File: config.mk
export PLATFORM = sky130hd
export DESIGN_NAME = sim_check_sequencer_flat
export DESIGN_NICKNAME = d
export VERILOG_FILES = /design/src/rtl/sim_check_sequencer_pkg.sv /design/src/rtl/sim_check_sequencer_if.sv /design/src/rtl/sim_check_sequencer_tally.sv /design/src/rtl/sim_check_sequencer.sv /design/src/flat_wrapper.sv
export SDC_FILE = /design/constraint.sdc
export NUM_CORES = 1
export LEC_CHECK = 0
export BUFFER_PORTS_ARGS = -buffer_cell sky130_fd_sc_hd__buf_2
export CORE_ASPECT_RATIO = 1.1
export CORE_UTILIZATION = 63
export DETAILED_ROUTE_END_ITERATION = 8
export PLACE_DENSITY_LB_ADDON = 0.2
export SYNTH_ARGS = -nofsm -noshare
export SYNTH_HDL_FRONTEND = slang
export SYNTH_SLANG_ARGS = --single-unit
export TNS_END_PERCENT = 10
File: constraint.sdc
create_clock -name clock -period 3.88 [get_ports clock]
set_input_delay 0.776 -clock clock [delete_from_list [all_inputs] [get_ports clock]]
set_output_delay 0.776 -clock clock [all_outputs]
set_load 0.02 [all_outputs]
File: src/rtl/sim_check_sequencer_pkg.sv
// rtl/sim_check_sequencer_pkg.sv - shared types and helpers for the check sequencer
// Package sim_check_pkg: sequencer state and result encodings, counter widths,
// and the fail_chan width helper. No ports.
package sim_check_pkg;

  typedef enum logic [1:0] {
    IDLE  = 2'd0,
    RUN   = 2'd1,
    DRAIN = 2'd2,
    DONE  = 2'd3
  } state_e;

  typedef enum logic [1:0] {
    NONE    = 2'd0,
    PASS    = 2'd1,
    FAIL    = 2'd2,
    TIMEOUT = 2'd3
  } result_e;

  // Tallies and the drain counter only need to reach 255.
  localparam int TALLY_W = 8;
  localparam int DRAIN_W = 8;

  // Index width for n channels; a single channel still needs one bit.
  function automatic int fail_chan_w(input int n);
    return (n <= 1) ? 1 : $clog2(n);
  endfunction

endpackage

File: src/rtl/sim_check_sequencer_if.sv
// rtl/sim_check_sequencer_if.sv - handshake bundle between tester logic and the sequencer
// Signals: start, chk_valid/chk_pass (tester -> sequencer);
// busy, done, pass, timeout, fail_valid, fail_chan, cycle_cnt (sequencer -> tester).
// Modports: master (tester side), slave (sequencer side).
interface sim_check_sequencer_if #(
  parameter int N_CHAN = 4,
  parameter int CNT_W  = 16
);
  localparam int FC_W = sim_check_pkg::fail_chan_w(N_CHAN);

  logic              start;
  logic [N_CHAN-1:0] chk_valid;
  logic [N_CHAN-1:0] chk_pass;
  logic              busy;
  logic              done;
  logic              pass;
  logic              timeout;
  logic              fail_valid;
  logic [FC_W-1:0]   fail_chan;
  logic [CNT_W-1:0]  cycle_cnt;

  modport master (
    output start, chk_valid, chk_pass,
    input  busy, done, pass, timeout, fail_valid, fail_chan, cycle_cnt
  );

  modport slave (
    input  start, chk_valid, chk_pass,
    output busy, done, pass, timeout, fail_valid, fail_chan, cycle_cnt
  );
endinterface

File: src/rtl/sim_check_sequencer_tally.sv
// rtl/sim_check_sequencer_tally.sv - per-channel saturating pass counter
// Ports: clock, reset (async, active high), clr_i (clear at run start),
// inc_i (one valid pass this cycle), met_o (MIN_CHECKS reached, counting this cycle's inc_i).
module sim_check_chan_tally
  import sim_check_pkg::*;
#(
  parameter int MIN_CHECKS = 1
) (
  input  logic clock,
  input  logic reset,
  input  logic clr_i,
  input  logic inc_i,
  output logic met_o
);

  localparam logic [TALLY_W-1:0] MIN_V  = TALLY_W'(MIN_CHECKS);
  localparam logic [TALLY_W-1:0] MIN_M1 = TALLY_W'(MIN_CHECKS - 1);

  logic [TALLY_W-1:0] cnt_q;

  always_ff @(posedge clock or posedge reset) begin
    if (reset) begin
      cnt_q <= '0;
    end else if (clr_i) begin
      cnt_q <= '0;
    end else if (inc_i && (cnt_q != MIN_V)) begin
      cnt_q <= cnt_q + 1'b1;
    end
  end

  // Looks ahead by this cycle's pass so the sequencer can decide on the same edge.
  assign met_o = (cnt_q == MIN_V) || (inc_i && (cnt_q == MIN_M1));

endmodule

File: src/rtl/sim_check_sequencer.sv
// rtl/sim_check_sequencer.sv - run/decide/drain/done controller for multi-channel checker benches
// Ports: clock, reset (async, active high), bus (sim_check_sequencer_if.slave).
// Optional: TESTER_FINISH_EN (with SYNTHESIS undefined) prints the result and calls
// $finish when DONE is entered; STOP_COND, if defined, further gates the $finish.
module sim_check_sequencer
  import sim_check_pkg::*;
#(
  parameter int N_CHAN       = 4,
  parameter int MIN_CHECKS   = 1,
  parameter int TIMEOUT      = 1000,
  parameter int DRAIN_CYCLES = 2,
  parameter int CNT_W        = 16
) (
  input logic                  clock,
  input logic                  reset,
  sim_check_sequencer_if.slave bus
);

  localparam int                 FC_W       = fail_chan_w(N_CHAN);
  localparam logic [CNT_W-1:0]   TO_LAST    = CNT_W'(TIMEOUT - 1);
  localparam logic [DRAIN_W-1:0] DRAIN_LAST = DRAIN_W'((DRAIN_CYCLES == 0) ? 0 : DRAIN_CYCLES - 1);

  state_e             state_q;
  logic               busy_q;
  logic               done_q;
  logic               pass_q;
  logic               timeout_q;
  logic               fail_valid_q;
  logic [FC_W-1:0]    fail_chan_q;
  logic [CNT_W-1:0]   cycle_cnt_q;
  logic [DRAIN_W-1:0] drain_q;

  logic              in_run;
  logic              tally_clr;
  logic [N_CHAN-1:0] fail_vec;
  logic [N_CHAN-1:0] pass_vec;
  logic [N_CHAN-1:0] met;
  logic [FC_W-1:0]   fail_idx;
  logic              any_fail;
  logic              all_met;
  logic              to_hit;

  // Check inputs only count while running; outside RUN they are masked off.
  assign in_run    = (state_q == RUN);
  assign tally_clr = (state_q == IDLE) && bus.start;
  assign fail_vec  = bus.chk_valid & ~bus.chk_pass & {N_CHAN{in_run}};
  assign pass_vec  = bus.chk_valid &  bus.chk_pass & {N_CHAN{in_run}};
  assign any_fail  = |fail_vec;
  assign all_met   = &met;
  assign to_hit    = (cycle_cnt_q == TO_LAST);

  // Scan downward so the lowest failing index wins.
  always_comb begin
    fail_idx = '0;
    for (int i = N_CHAN - 1; i >= 0; i--) begin
      if (fail_vec[i]) fail_idx = FC_W'(i);
    end
  end

  for (genvar g = 0; g < N_CHAN; g++) begin : g_tally
    sim_check_chan_tally #(
      .MIN_CHECKS(MIN_CHECKS)
    ) u_tally (
      .clock(clock),
      .reset(reset),
      .clr_i(tally_clr),
      .inc_i(pass_vec[g]),
      .met_o(met[g])
    );
  end

  always_ff @(posedge clock or posedge reset) begin
    if (reset) begin
      state_q      <= IDLE;
      busy_q       <= 1'b0;
      done_q       <= 1'b0;
      pass_q       <= 1'b0;
      timeout_q    <= 1'b0;
      fail_valid_q <= 1'b0;
      fail_chan_q  <= '0;
      cycle_cnt_q  <= '0;
      drain_q      <= '0;
    end else begin
      case (state_q)
        IDLE: begin
          if (bus.start) begin
            state_q <= RUN;
            busy_q  <= 1'b1;
          end
        end
        RUN: begin
          cycle_cnt_q <= cycle_cnt_q + 1'b1;
          // Priority: fail, then completion, then timeout.
          if (any_fail || all_met || to_hit) begin
            fail_valid_q <= any_fail;
            fail_chan_q  <= any_fail ? fail_idx : '0;
            pass_q       <= !any_fail && all_met;
            timeout_q    <= !any_fail && !all_met;
            if (DRAIN_CYCLES == 0) begin
              state_q <= DONE;
              busy_q  <= 1'b0;
              done_q  <= 1'b1;
            end else begin
              state_q <= DRAIN;
              drain_q <= DRAIN_LAST;
            end
          end
        end
        DRAIN: begin
          if (drain_q == '0) begin
            state_q <= DONE;
            busy_q  <= 1'b0;
            done_q  <= 1'b1;
          end else begin
            drain_q <= drain_q - 1'b1;
          end
        end
        DONE: begin
          state_q <= DONE;
        end
        default: begin
          state_q <= IDLE;
        end
      endcase
    end
  end

  assign bus.busy       = busy_q;
  assign bus.done       = done_q;
  assign bus.pass       = pass_q;
  assign bus.timeout    = timeout_q;
  assign bus.fail_valid = fail_valid_q;
  assign bus.fail_chan  = fail_chan_q;
  assign bus.cycle_cnt  = cycle_cnt_q;

`ifdef TESTER_FINISH_EN
`ifndef SYNTHESIS
`ifdef STOP_COND
  logic stop_cond = 1'b1;
`endif
  // done_q only rises on the clock edge entering DONE, after results are registered.
  always @(posedge done_q) begin
    result_e res;
    res = pass_q ? PASS : (fail_valid_q ? FAIL : (timeout_q ? TIMEOUT : NONE));
    $display("sim_check_sequencer: result=%s fail_chan=%0d cycle_cnt=%0d",
             res.name(), fail_chan_q, cycle_cnt_q);
`ifdef STOP_COND
    if (stop_cond) $finish;
`else
    $finish;
`endif
  end
`endif
`endif

endmodule

File: src/flat_wrapper.sv
// flat-port wrapper written by rule: the top's interface ports become plain ports
module sim_check_sequencer_flat import sim_check_pkg::*;
#(
  parameter int N_CHAN       = 4,
  parameter int MIN_CHECKS   = 1,
  parameter int TIMEOUT      = 1000,
  parameter int DRAIN_CYCLES = 2,
  parameter int CNT_W        = 16
)
  (clock, reset, bus_start, bus_chk_valid, bus_chk_pass, bus_busy, bus_done, bus_pass, bus_timeout, bus_fail_valid, bus_fail_chan, bus_cycle_cnt);
  sim_check_sequencer_if #(.N_CHAN(N_CHAN), .CNT_W(CNT_W)) bus_i ();
  input logic clock;
  input logic reset;
  input wire logic [$bits(bus_i.start)-1:0] bus_start;
  input wire logic [$bits(bus_i.chk_valid)-1:0] bus_chk_valid;
  input wire logic [$bits(bus_i.chk_pass)-1:0] bus_chk_pass;
  output wire logic [$bits(bus_i.busy)-1:0] bus_busy;
  output wire logic [$bits(bus_i.done)-1:0] bus_done;
  output wire logic [$bits(bus_i.pass)-1:0] bus_pass;
  output wire logic [$bits(bus_i.timeout)-1:0] bus_timeout;
  output wire logic [$bits(bus_i.fail_valid)-1:0] bus_fail_valid;
  output wire logic [$bits(bus_i.fail_chan)-1:0] bus_fail_chan;
  output wire logic [$bits(bus_i.cycle_cnt)-1:0] bus_cycle_cnt;
  assign bus_i.start = bus_start;
  assign bus_i.chk_valid = bus_chk_valid;
  assign bus_i.chk_pass = bus_chk_pass;
  assign bus_busy = bus_i.busy;
  assign bus_done = bus_i.done;
  assign bus_pass = bus_i.pass;
  assign bus_timeout = bus_i.timeout;
  assign bus_fail_valid = bus_i.fail_valid;
  assign bus_fail_chan = bus_i.fail_chan;
  assign bus_cycle_cnt = bus_i.cycle_cnt;
  sim_check_sequencer #(.N_CHAN(N_CHAN), .MIN_CHECKS(MIN_CHECKS), .TIMEOUT(TIMEOUT), .DRAIN_CYCLES(DRAIN_CYCLES), .CNT_W(CNT_W)) u_core (.clock(clock), .reset(reset), .bus(bus_i));
endmodule
Word level (Yosys, flattened, before mapping)
Cells that the tools add are included.
{ "word_totals": {"word_cells": 101, "regBits": 65} }
{ "classes": {"bitwise": 5, "add_sub_neg": 6, "eq_ne": 16, "n_mux": 23, "reduce_logical": 38} }
{ "op_table": {"columns": ["op", "n"], "rows": [
  ["$mux W8", 10],
  ["$logic_not A8 Y1", 5],
  ["$add A8 B1 Y8 const B", 4],
  ["$eq A8 B1 Y1 const B", 4],
  ["$ne A8 B1 Y1 const B", 4],
  ["$add A16 B1 Y16 const B", 1],
  ["$and A4 B4 Y4", 4],
  ["$eq A16 B10 Y1 const B", 1],
  ["$mux W2", 8],
  ["$pmux W8 S2", 1],
  ["$reduce_bool A2 Y1", 6],
  ["$logic_and A1 B1 Y1", 11],
  ["$reduce_and A3 Y1", 3],
  ["$pmux W2 S4", 1],
  ["$sub A8 B1 Y8 const B", 1],
  ["$logic_or A1 B1 Y1", 6],
  ["$ne A2 B2 Y1 const B", 3],
  ["$eq A2 B2 Y1 const B", 2],
  ["$not A4 Y4", 1],
  ["$reduce_and A2 Y1", 2],
  ["$reduce_and A4 Y1", 1],
  ["$reduce_or A4 Y1", 1],
  ["$eq A2 B1 Y1 const B", 1],
  ["$logic_not A1 Y1", 2],
  ["other kinds (4)", 5]
]} }

Depth between registers and ports, before layout
Gate-level depths: netlist of the first run.
{ "logic_depth": {"word_depth": 9, "ltp_mapped": 7, "mapped_depth_nobuf": 7} }

Cells and area by module
From an unflattened synthesis of the first run, not the netlist that was laid out.
{ "hier_totals": {"hier_cells": 378, "hier_area_um2": 3761.1} }
{ "modules_own_cells": {"columns": ["mod", "area_per_inst_um2", "seq_area_each_um2", "cells_per_inst", "instances"], "rows": [
  ["sim_check_chan_tally", 481.7, 200.2, 51, 4],
  ["sim_check_sequencer", 1834.3, 825.8, 174, 1]
]} }

Least setup slack after synthesis of the first run
No wires, ideal clock.
{ "synth_path": {"path_kind": "reg-to-reg", "startpoint": "register u_core.cycle_cnt_q[13], in the netlist u_core.bus.cycle_cnt[13]", "endpoint": "register u_core.fail_chan_q[0], in the netlist u_core.bus.fail_chan[0]", "t_required_ns": 3.759, "n_path_buf": 0, "stages_incl_launch_ff": 5, "slack_ns": 1.804, "arrival_time_ns": 1.955, "path_cell_list": "dfrtp_1 -> or4_1 -> or4_1 -> o21a_1 -> a22o_1"} }
{ "synth_via": {"elab_chain_cells": 3} }
{ "synth_lines": {"columns": ["item", "line", "text"], "rows": [
  ["start, declared", "sim_check_sequencer.sv:30", "logic [CNT_W-1:0] cycle_cnt_q;"],
  ["start signal, assigned", "sim_check_sequencer.sv:92", "cycle_cnt_q <= cycle_cnt_q + 1'b1;"],
  ["$eq A16 B10 Y1", "sim_check_sequencer.sv:50", "assign to_hit = (cycle_cnt_q == TO_LAST);"],
  ["$logic_or A1 B1 Y1", "sim_check_sequencer.sv:94", "if (any_fail || all_met || to_hit) begin"],
  ["$reduce_and A2 Y1 (no source line)", null, null],
  ["end signal, assigned", "sim_check_sequencer.sv:96", "fail_chan_q <= any_fail ? fail_idx : '0;"],
  ["end, declared", "sim_check_sequencer.sv:29", "logic [FC_W-1:0] fail_chan_q;"]
]} }
No other way between the ends.
A chain may end at the register's enable or synchronous reset.

Final worst setup path of the first run
{ "layout_path": {"startpoint": "register u_core.state_q[0]", "endpoint": "register u_core.drain_q[6]"} }
{ "layout_via": {"elab_chain_cells": 9, "elab_cells_between_ends": 21, "classes_between": "eq/ne: 4; mux: 1; bitwise: 2; reduce/logical: 14"} }
{ "layout_lines": {"columns": ["item", "line", "text"], "rows": [
  ["start, declared", "sim_check_sequencer.sv:23", "state_e state_q;"],
  ["start signal, assigned", "sim_check_sequencer.sv:74", "state_q <= IDLE;"],
  ["start signal, assigned", "sim_check_sequencer.sv:87", "state_q <= RUN;"],
  ["start signal, assigned", "sim_check_sequencer.sv:100", "state_q <= DONE;"],
  ["$eq A2 B1 Y1", "sim_check_sequencer.sv:44, sim_check_sequencer.sv:84", null],
  ["$and A4 B4 Y4", "sim_check_sequencer.sv:47", "assign pass_vec = bus.chk_valid & bus.chk_pass & {N_CHAN{in_run}};"],
  ["$logic_and A1 B1 Y1", "sim_check_sequencer_tally.sv:32", "assign met_o = (cnt_q == MIN_V) || (inc_i && (cnt_q == MIN_M1));"],
  ["$logic_or A1 B1 Y1", "sim_check_sequencer_tally.sv:32", null],
  ["$reduce_and A4 Y1", "sim_check_sequencer.sv:49", "assign all_met = &met;"],
  ["$logic_or A1 B1 Y1 (2 in a row)", "sim_check_sequencer.sv:94", null],
  ["$ne A2 B2 Y1 (no source line)", null, null],
  ["$reduce_and A3 Y1 (no source line)", null, null],
  ["end signal, assigned", "sim_check_sequencer.sv:115", "drain_q <= drain_q - 1'b1;"],
  ["end, declared", "sim_check_sequencer.sv:31", "logic [DRAIN_W-1:0] drain_q;"]
]} }
Several ways; a longest one is shown, not always the timed one.

==> summary.txt, run 1 <==
Detailed routing
  – WL final: about 6.8 mm
  – Post-route DRC: 0
  – Final ANT Viol Nets: 0
  – DR vias/cell: roughly 5.9
  – Detailed Route Iter0 Violations: approximately 180
  – Vias: ~2600
  – TritonRoute pass-1 iters: 4
  – Avg WL per Cell: ~15 um

STA
  – RSZ-0062 raised after global routing: false
  – Final Hold Fails: 0
  – Min Clock Period, post-route: about 2.5 ns
  – Setup Viol. Count Final: 0
  – Tightest Pin Transition: ~1.1 ns
  – Worst hold margin: about 0.47 ns
  – Setup Total Neg Slack: 0 ns
  – F_max: 395.7 MHz
  – Worst slew margin: 0.2381
  – Slew Viols, Final: 0
  – Worst Skew: ~0.0066 ns
  – Period utilisation layout: 0.6514

Final layout
  – Filler cell count: slightly below 400
  – Commonest cells after routing, fill and taps aside: dfrtp_1 (65), nor2_1 (50), buf_2 (33)
  – Share of cells above drive strength 1: 0.1589
  – Non-filler instance count after layout: ~440
  – Final #Nets: roughly 400
  – Area grow syn2layout: 12.58%
  – Fin area: 3796 um2
  – Most common cell after layout, fill and taps aside: dfrtp_1
  – Ant diodes: 0

Global routing
  – GRT Total Usage: 0.2703
  – Layer with the highest usage: met2
  – Largest net degree at the start of global routing: 34
  – First-pass GRT wire length: roughly 12 mm
  – Vias in the first global route: 2542
  – Grt ovf: 0
  – GR met2 Demand/Resource: 0.4434
  – M1 GR Usage: 0.3584
  – Met3 Track Usage GR: 0.03807
  – Initial antenna violation count: 0

Setup path
  – CP arrival: 2.73 ns
  – Critical Path Fanout Max: 8
  – Critical Path Source Type: flip-flop
  – Kind of critical path: flip-flop to flip-flop
  – R2R setup slack: 1.35 ns
  – CP endpoint kind: flip-flop
  – CP required: roughly 4.1 ns

Logic synthesis
  – Synth cell types: 45
  – Net Count, Synth: about 370
  – Yosys warnings: 0
  – Mapped Area: between 3000 and 4000 um2
  – Seq/Total Area, Yosys: 0.4824
  – FF+latch count, synth: 65
  – Mapped Cells: 341
  – Syn avg cell area: 9.889 um2
  – Asr flop ratio synth: 1.000
  – Top_reg_cell synth: dfrtp_1
  – Post-synth EDFFs: 0

Clock tree
  – Cell chosen for the clock root: clkbuf_8
  – CTS tree: yes
  – Sink Count: 65
  – Post-CTS setup buffer count: 0
  – Clk Latency, worst-skew pair: 0.34 ns
  – Hold Buf Count CTS: 0
  – CTS Buf Count: 9
  – # resized after CTS: 0
  – Clk slew on worst S/H paths: roughly 0.070 ns
  – H-tree depth: 3
  – CTS max path bufs: 2

Floorplan
  – Rows: 27
  – CORE AREA: between 5000 and 6000 um2
  – Die Y: ~80 um
  – Die width: between 70 and 80 um
  – Num ports: 34
  – Die area: about 5600 um2
  – Initial core utilization: 0.6654

Power and ir drop
  – Lkg Pwr: between 1.5 and 2 nW
  – Internal: between 1 and 1.5 mW
  – Max rail drop VDD: about 0.35 mV
  – Clk network pwr share: 0.269
  – Sw frac: 0.3607
  – P_sw: 805.2 uW
  – Sequential share of power: 0.444
  – Logic pwr share: 0.287
  – PwrDens: approximately 590 nW/um2

Placement
  – DP Area: approximately 3600 um2
  – Dpl cells: approximately 430
  – GP Congestion: between 0.8 and 0.9
  – Final HPWL DP: 4.714 mm
  – IO Port Bufs: 33

Run
  – Number of max-cap violations: 0

Hold path
  – Hold crit path type: flip-flop to flip-flop

Run status
  – Run status: finished clean
## state kept, by name, summed over array words and instances, names as in the netlist
| signal | flops |
|---|---|
| u_core.state_q | 2 |
| u_core.bus.busy | 1 |
| u_core.bus.done | 1 |
| u_core.bus.cycle_cnt | 16 |
| u_core.bus.pass | 1 |
| u_core.bus.timeout | 1 |
| u_core.drain_q | 8 |
| u_core.g_tally.u_tally.cnt_q | 32 |
| u_core.bus.fail_chan | 2 |
| u_core.bus.fail_valid | 1 |
## layer usage
layer  vias up  share of wire
li1       1266              -
met1      1270           0.45
met2        41           0.50
met3        11          0.030
met4         0          0.018
met5         -              0
## cell families after synthesis
group	count (synthesis)	synth area share
buffers and inverters	24	0.02783
adder cells (fa/ha/maj)	15	0.05566
AND/OR/NAND/NOR	149	0.2267
flip-flops	65	0.4824
AO/OA/AOI/OAI	46	0.09760
XOR/XNOR	40	0.1039
multiplexers	2	0.005937
## cells in the mapped netlist (2+ instances only)
master    instances  area (um2)
a41oi_1           2       17.52
xnor2_1          18       157.7
nor2_1           50       187.7
and3_1            4       25.02
dfrtp_1          65        1627
nand3_1           6       30.03
o21ai_0           7       35.03
mux2i_1           2       20.02
nand4_2           3       37.54
a311oi_2          3       45.04
o22ai_1           2       12.51
ha_1             15       187.7
a21oi_1          14       70.07
nor4_1            9       56.30
or4_1             4       30.03
nor2b_1           5       31.28
nand4_1          16       100.1
nand2_1          30       112.6
and2b_1           2       15.01
inv_1            18       67.56
nand2b_1          3       18.77
nor3_1            3       15.01
a21o_1            3       22.52
or3_1            10       62.56
xor2_1           22       192.7
o21ai_2           2       17.52
clkbuf_1          5       18.77
## power by group through the flow
| stage | sequential [mW] | clock [mW] | combinational [mW] |
|---|---|---|---|
| floorplan | 1.02 | 0 | 0.424 |
| global placement | 0.991 | 0 | 0.608 |
| detailed placement | 0.998 | 0 | 0.634 |
| CTS | 0.989 | 0.607 | 0.648 |
| global route | 1.02 | 0.636 | 0.715 |
| finish | 0.990 | 0.600 | 0.642 |
## per-stage QoR
stage	total power, mW	setup slack [ns]	utilization
after detailed placement	1.632	1.357	0.7101
after floorplan	1.443	1.478	-
final	2.232	1.353	0.7491
after global routing	2.367	1.115	0.7491
after CTS	2.244	1.312	0.7491
after global placement	1.599	1.415	0.7101
## worst max-delay path, cell delays in order, from the launching register on
cell and delay [ns]:
dfrtp_1 0.48, nor2b_1 0.64, a41oi_2 0.24, nor4_2 0.39, a21oi_2 0.15, o21ai_2 0.32, o32ai_1 0.16
## cell type report
cell class | instances | area, um2 | share of cell area
multi-input cells | 252 | 1652 | 0.4351
well taps | 58 | 72.57 | 0.01912
clock buffers | 10 | 127.6 | 0.03362
clock inverters | 4 | 70.07 | 0.01846
inverters | 18 | 67.56 | 0.01780
flip-flops and latches | 65 | 1627 | 0.4285
repair buffers | 35 | 180.2 | 0.04746
## worst paths after layout
| path | from | to | depth (start not counted) |
|---|---|---|---|
| worst max-delay path | u_core.state_q[0] | u_core.drain_q[6] | 6 |
| worst min-delay path | u_core.bus.done | u_core.bus.done | 1 |
| worst max register to register | u_core.state_q[0] | u_core.drain_q[6] | 6 |
| worst min register to register | u_core.bus.done | u_core.bus.done | 1 |
| max in group asynchronous | reset | u_core.drain_q[1] | 3 |
| min in group asynchronous | reset | u_core.g_tally[0].u_tally.cnt_q[2] | 2 |
Note: power is estimated with default switching activity, not from simulation.
==> inputs of run 2 (changes only) <==
Settings changed: CORE_UTILIZATION 63 to 53.
Clock period 3.88 ns to 2.25 ns, I/O delays scaled along.
==> summary.txt, run 2 (synthesis gave the netlist of run 1 again) <==
Run status
  – Run status: finished clean (unchanged)

Final layout
  – Ant diodes: 0 (unchanged)
  – Max FFs per register: 32 (unchanged)
  – Share of cells above drive strength 1: 0.1807 (was 0.1589)
  – Largest reg by FF count: u_core.g_tally.u_tally.cnt_q (unchanged)
  – Final #Nets: 414 (was 407)
  – Most common cell after layout, fill and taps aside: dfrtp_1 (unchanged)
  – Area grow syn2layout: 15.25% (was 12.58%)
  – Core Util, Final: 0.6313 (was 0.7491)
  – Commonest cells after routing, fill and taps aside: dfrtp_1 (65), nor2_1 (50), buf_2 (33) (unchanged)

Floorplan
  – Num ports: 34 (unchanged)
  – Die Y: 85.66 um (was 78.73 um)
  – Rows: 30 (was 27)
  – Die area: 6685 um2 (was 5649 um2)
  – Initial core utilization: 0.5478 (was 0.6654)
  – CORE AREA: 6156 um2 (was 5067 um2)
  – Die width: 78.05 um (was 71.76 um)

Clock tree
  – # resized after CTS: 0 (unchanged)
  – H-tree depth: 3 (unchanged)
  – Hold Buf Count CTS: 0 (unchanged)
  – Sink Count: 65 (unchanged)
  – CTS tree: yes (unchanged)
  – Clk slew on worst S/H paths: 0.08 ns (was 0.07 ns)
  – CTS max path bufs: 2 (unchanged)
  – Clk Latency, worst-skew pair: 0.35 ns (was 0.34 ns)
  – CTS Buf Count: 9 (unchanged)
  – Post-CTS setup buffer count: 0 (unchanged)
  – Cell chosen for the clock root: clkbuf_8 (unchanged)

Global routing
  – First-pass GRT wire length: 11.22 mm (was 11.65 mm)
  – Grt ovf: 0 (unchanged)
  – Initial antenna violation count: 0 (unchanged)
  – GRT Total Usage: 0.2157 (was 0.2703)
  – Vias in the first global route: 2485 (was 2542)
  – Largest net degree at the start of global routing: 34 (unchanged)

Setup path
  – Kind of critical path: flip-flop to flip-flop (unchanged)
  – CP required: 2.49 ns (was 4.08 ns)
  – CP max stage delay: 0.60 ns (was 0.64 ns)
  – CP max stage cell: or4_1 (was nor2b_1)
  – CP endpoint kind: flip-flop (unchanged)
  – Critical Path Fanout Max: 4 (was 8)
  – Cell repeated most along the worst path: or4_1
  – Critical Path Source Type: flip-flop (unchanged)
  – CP arrival: 2.34 ns (was 2.73 ns)
  – CP Cell Sequence: or4_1 -> or4_1 -> o21a_1 -> a22o_1 (was nor2b_1 -> a41oi_2 -> nor4_2 -> a21oi_2 -> o21ai_2 -> o32ai_1)

Detailed routing
  – Avg WL per Cell: 13.85 um (was 15.49 um)
  – DR vias/cell: 5.427 (was 5.855)
  – Detailed Route Iter0 Violations: 99 (was 181)
  – TritonRoute pass-1 iters: 4 (unchanged)
  – Vias: 2567 (was 2588)
  – WL final: 6.551 mm (was 6.847 mm)
  – Post-route DRC: 0 (unchanged)
  – Final ANT Viol Nets: 0 (unchanged)

Placement
  – Placement Setup Slack: 0.1657 ns (was 1.357 ns)
  – IO Port Bufs: 33 (unchanged)
  – GP Congestion: 0.8179 (was 0.8654)
  – Final HPWL DP: 4.787 mm (was 4.714 mm)

STA
  – RSZ-0062 raised after global routing: false (unchanged)
  – Worst slew margin: 0.6341 (was 0.2381)
  – Period utilisation layout: 0.9316 (was 0.6514)
  – Setup Total Neg Slack: 0 ns (unchanged)
  – Worst Skew: 0.01157 ns (was 0.006565 ns)
  – Setup Viol. Count Final: 0 (unchanged)
  – Final Hold Fails: 0 (unchanged)
  – F_max: 477.1 MHz (was 395.7 MHz)
  – Final worst setup slack: 0.1539 ns (was 1.353 ns)
  – Slew Viols, Final: 0 (unchanged)
  – Tightest Pin Transition: 0.5480 ns (was 1.143 ns)
  – Min Clock Period, post-route: 2.096 ns (was 2.527 ns)

Power and ir drop
  – Pwr Total: 3.780 mW (was 2.232 mW)
  – PwrDens: 972.6 nW/um2 (was 588.0 nW/um2)
  – Lkg Pwr: 1.867 nW (was 1.838 nW)
  – Max rail drop VDD: 0.4573 mV (was 0.3470 mV)

Run
  – Number of max-cap violations: 0 (unchanged)

Hold path
  – Hold crit path type: primary input to asynchronous set/reset pin (was flip-flop to flip-flop)
## run 2: cell types whose count changed in the layout (fill, tap and decap cells not counted)
cell / change
clkbuf_1: -1
buf_4: +6
buf_12: +1
bufinv_16: -1
clkinvlp_4: +3
clkinv_4: +1
## run 2: area by class of cell
cell class,instances,area [um2]
clock buffer,9,123.9
clock inverter,7,71.32
fill,523,2270
inverter,18,67.56
multi-input combinational,252,1652
sequential,65,1627
tap,80,100.1
timing repair buffer,42,245.2
## run 2: per-layer routing
metal | vias up | track usage | routed length, um
li1 | 1274 | - | -
met1 | 1255 | 0.2808 | 3006
met2 | 29 | 0.3501 | 3240
met3 | 9 | 0.03936 | 187
met4 | 0 | 0.1010 | 116
met5 | - | 0 | 0
## run 2: worst max-delay path, delay by kind of cell, from the launching register on
kind,cells,cell delay (ns)
flip-flops,1,0.42
AND/OR/NAND/NOR,2,1.18
AO/OA/AOI/OAI,2,0.40
## run 2: per-stage QoR
stage	hold WS, ns	std cells	cell area, um2
final	0.1419	473	3886
after global routing	0.1898	473	3886
after CTS	0.1557	473	3886
after detailed placement	0.4528	457	3691
after global placement	0.4467	457	3691
after floorplan	0.5035	341	3372
## run 2: path summary, 6_finish.rpt
path,startpoint,end,slack (ns),cells after the start
max,u_core.bus.cycle_cnt[13],u_core.bus.fail_chan[0],0.15,4
min,reset,u_core.drain_q[2],0.14,2
max reg2reg,u_core.bus.cycle_cnt[13],u_core.bus.fail_chan[0],0.15,4
min reg2reg,u_core.bus.done,u_core.bus.done,0.46,1
max in group asynchronous,reset,u_core.g_tally[1].u_tally.cnt_q[0],1.53,3
min in group clock,u_core.bus.done,u_core.bus.done,0.46,1
## run 2: where the power goes
| group | total, mW | switching (mW) | internal, mW |
|---|---|---|---|
| Sequential | 1.69 | 0.283 | 1.41 |
| Combinational | 1.11 | 0.642 | 0.464 |
| Clock | 0.983 | 0.475 | 0.508 |
| Total | 3.78 | 1.40 | 2.38 |
==> inputs of run 3 (changes only) <==
Settings changed: CELL_PAD_IN_SITES_DETAIL_PLACEMENT from default to 1, CELL_PAD_IN_SITES_GLOBAL_PLACEMENT from default to 1, CORE_UTILIZATION 53 to 41, GPL_ROUTABILITY_DRIVEN from default to 0.
==> summary.txt, run 3 (synthesis gave the netlist of run 1 again) <==
Placement
  – Dpl cells: 487 (was 457)
  – IO Port Bufs: 33 (unchanged)
  – Final HPWL DP: 5.284 mm (was 4.787 mm)
  – Placement Setup Slack: 0.1440 ns (was 0.1657 ns)

Setup path
  – Cell repeated most along the worst path: or4_1 (unchanged)
  – CP arrival: 2.37 ns (was 2.34 ns)
  – CP required: 2.49 ns (about the same)
  – Critical Path Source Type: flip-flop (unchanged)
  – Critical Path Fanout Max: 4 (unchanged)
  – CP max stage cell: or4_1 (unchanged)
  – Path depth of the worst reg2reg path: 4 (unchanged)
  – CP endpoint kind: flip-flop (unchanged)
  – CP max stage delay: 0.61 ns (was 0.60 ns)
  – R2R setup slack: 0.12 ns (was 0.15 ns)
  – CP Cell Sequence: or4_1 -> or4_1 -> o21a_1 -> a22o_1 (unchanged)
  – Kind of critical path: flip-flop to flip-flop (unchanged)

STA
  – Final worst setup slack: 0.1193 ns (was 0.1539 ns)
  – Slew Viols, Final: 0 (unchanged)
  – Setup Total Neg Slack: 0 ns (unchanged)
  – Period utilisation layout: 0.9470 (was 0.9316)
  – Worst Skew: 0.01010 ns (was 0.01157 ns)
  – RSZ-0062 raised after global routing: false (unchanged)
  – F_max: 469.3 MHz (was 477.1 MHz)
  – Final Hold Fails: 0 (unchanged)
  – Setup Viol. Count Final: 0 (unchanged)
  – Worst slew margin: 0.7216 (was 0.6341)
  – Min Clock Period, post-route: 2.131 ns (was 2.096 ns)
  – Tightest Pin Transition: 0.4138 ns (was 0.5480 ns)

Clock tree
  – CTS tree: yes (unchanged)
  – CTS Buf Count: 9 (unchanged)
  – Clk slew on worst S/H paths: 0.08 ns (about the same)
  – CTS max path bufs: 2 (unchanged)
  – Clk Latency, worst-skew pair: 0.35 ns (about the same)
  – Cell chosen for the clock root: clkbuf_8 (unchanged)
  – Sink Count: 65 (unchanged)
  – Post-CTS setup buffer count: 0 (unchanged)
  – H-tree depth: 3 (unchanged)

Power and ir drop
  – Clk network pwr share: 0.321 (was 0.260)
  – Pwr Total: 4.179 mW (was 3.780 mW)
  – PwrDens: 1041 nW/um2 (was 972.6 nW/um2)
  – Sequential share of power: 0.405 (was 0.447)
  – Sw frac: 0.3473 (was 0.3704)
  – Logic pwr share: 0.275 (was 0.293)
  – Max rail drop VDD: 0.3932 mV (was 0.4573 mV)
  – Lkg Pwr: 1.920 nW (was 1.867 nW)
  – P_sw: 1.451 mW (was 1.400 mW)
  – Internal: 2.728 mW (was 2.380 mW)

Final layout
  – Final #Nets: 416 (was 414)
  – Commonest cells after routing, fill and taps aside: dfrtp_1 (65), nor2_1 (50), buf_2 (33) (unchanged)
  – Max FFs per register: 32 (unchanged)
  – Filler cell count: 935 (was 523)
  – Area grow syn2layout: 19.04% (was 15.25%)
  – Core Util, Final: 0.5046 (was 0.6313)
  – Share of cells above drive strength 1: 0.1873 (was 0.1807)
  – FF+latch area: 1627 um2 (unchanged)
  – Largest reg by FF count: u_core.g_tally.u_tally.cnt_q (unchanged)
  – Multi-input logic area: 1658 um2 (was 1652 um2)
  – Non-filler instance count after layout: 503 (was 473)
  – Most common cell after layout, fill and taps aside: dfrtp_1 (unchanged)
  – Ant diodes: 0 (unchanged)

Detailed routing
  – DR vias/cell: 5.272 (was 5.427)
  – Avg WL per Cell: 15.32 um (was 13.85 um)
  – WL final: 7.704 mm (was 6.551 mm)
  – Final ANT Viol Nets: 0 (unchanged)
  – Vias: 2652 (was 2567)
  – Detailed Route Iter0 Violations: 61 (was 99)
  – TritonRoute pass-1 iters: 4 (unchanged)
  – Post-route DRC: 0 (unchanged)

Run
  – Number of max-cap violations: 0 (unchanged)

Global routing
  – GRT Total Usage: 0.2025 (was 0.2157)
  – Largest net degree at the start of global routing: 66 (was 34)
  – Grt ovf: 0 (unchanged)
  – Initial antenna violation count: 0 (unchanged)
  – First-pass GRT wire length: 13.45 mm (was 11.22 mm)
  – Vias in the first global route: 2836 (was 2485)

Floorplan
  – CORE AREA: 7955 um2 (was 6156 um2)
  – Die area: 8591 um2 (was 6685 um2)
  – Die width: 88.47 um (was 78.05 um)
  – Rows: 34 (was 30)
  – Die Y: 97.12 um (was 85.66 um)
  – Num ports: 34 (unchanged)
  – Initial core utilization: 0.4239 (was 0.5478)

Hold path
  – Hold crit path type: primary input to asynchronous set/reset pin (unchanged)

Run status
  – Run status: finished clean (unchanged)
run 3: area by class of cell:
class,count,share of cell area
multi-input cells,252,0.4130
clock inverters,7,0.03554
inverters,18,0.01683
flip-flops and latches,65,0.4052
repair buffers,44,0.06484
well taps,108,0.03367
clock buffers,9,0.03086
run 3: worst max-delay path: cells and delay by family (launching register included):
| family | cells | cell delay (ns) |
|---|---|---|
| compound gates | 2 | 0.40 |
| simple gates | 2 | 1.21 |
| flops | 1 | 0.41 |
run 3: timing repair:
action | 4_1_cts | 5_1_grt
gates resized for setup | 0 | 1
setup endpoints to repair | 0 | 4
hold endpoints to repair | 0 | 0
hold buffers | 0 | 0
run 3: power by group through the flow:
stage	Clock [mW]	Sequential, mW	Combinational (mW)
detailed placement	0	1.71	1.16
finish	1.34	1.69	1.15
global placement	0	1.70	1.11
floorplan	0	1.76	0.731
CTS	1.37	1.70	1.17
global route	1.41	1.74	1.30
run 3: path summary, 6_finish.rpt:
kind,startpoint,end
max in group asynchronous,reset,u_core.g_tally[3].u_tally.cnt_q[4]
worst max register to register,u_core.bus.cycle_cnt[13],u_core.bus.fail_chan[0]
worst max-delay path,u_core.bus.cycle_cnt[13],u_core.bus.fail_chan[0]
min in group clock,u_core.bus.done,u_core.bus.done
worst min-delay path,reset,u_core.g_tally[1].u_tally.cnt_q[4]
worst min register to register,u_core.bus.done,u_core.bus.done
run 3: per-stage QoR:
stage / hold slack (ns) / area (um2)
2_1_floorplan: 0.5035 / 3372
3_3_place_gp: 0.4446 / 3741
3_5_place_dp: 0.4540 / 3741
4_1_cts: 0.1764 / 4008
5_1_grt: 0.1773 / 4014
6_report: 0.1368 / 4014
run 3: routing by layer:
layer / part of all wire / vias up / GRT usage
met1: 0.44 / 1328 / 0.2474
met5: 0 / - / 0
met4: 0.021 / 0 / 0.08933
met3: 0.021 / 13 / 0.03229
met2: 0.51 / 31 / 0.3450
li1: - / 1280 / -
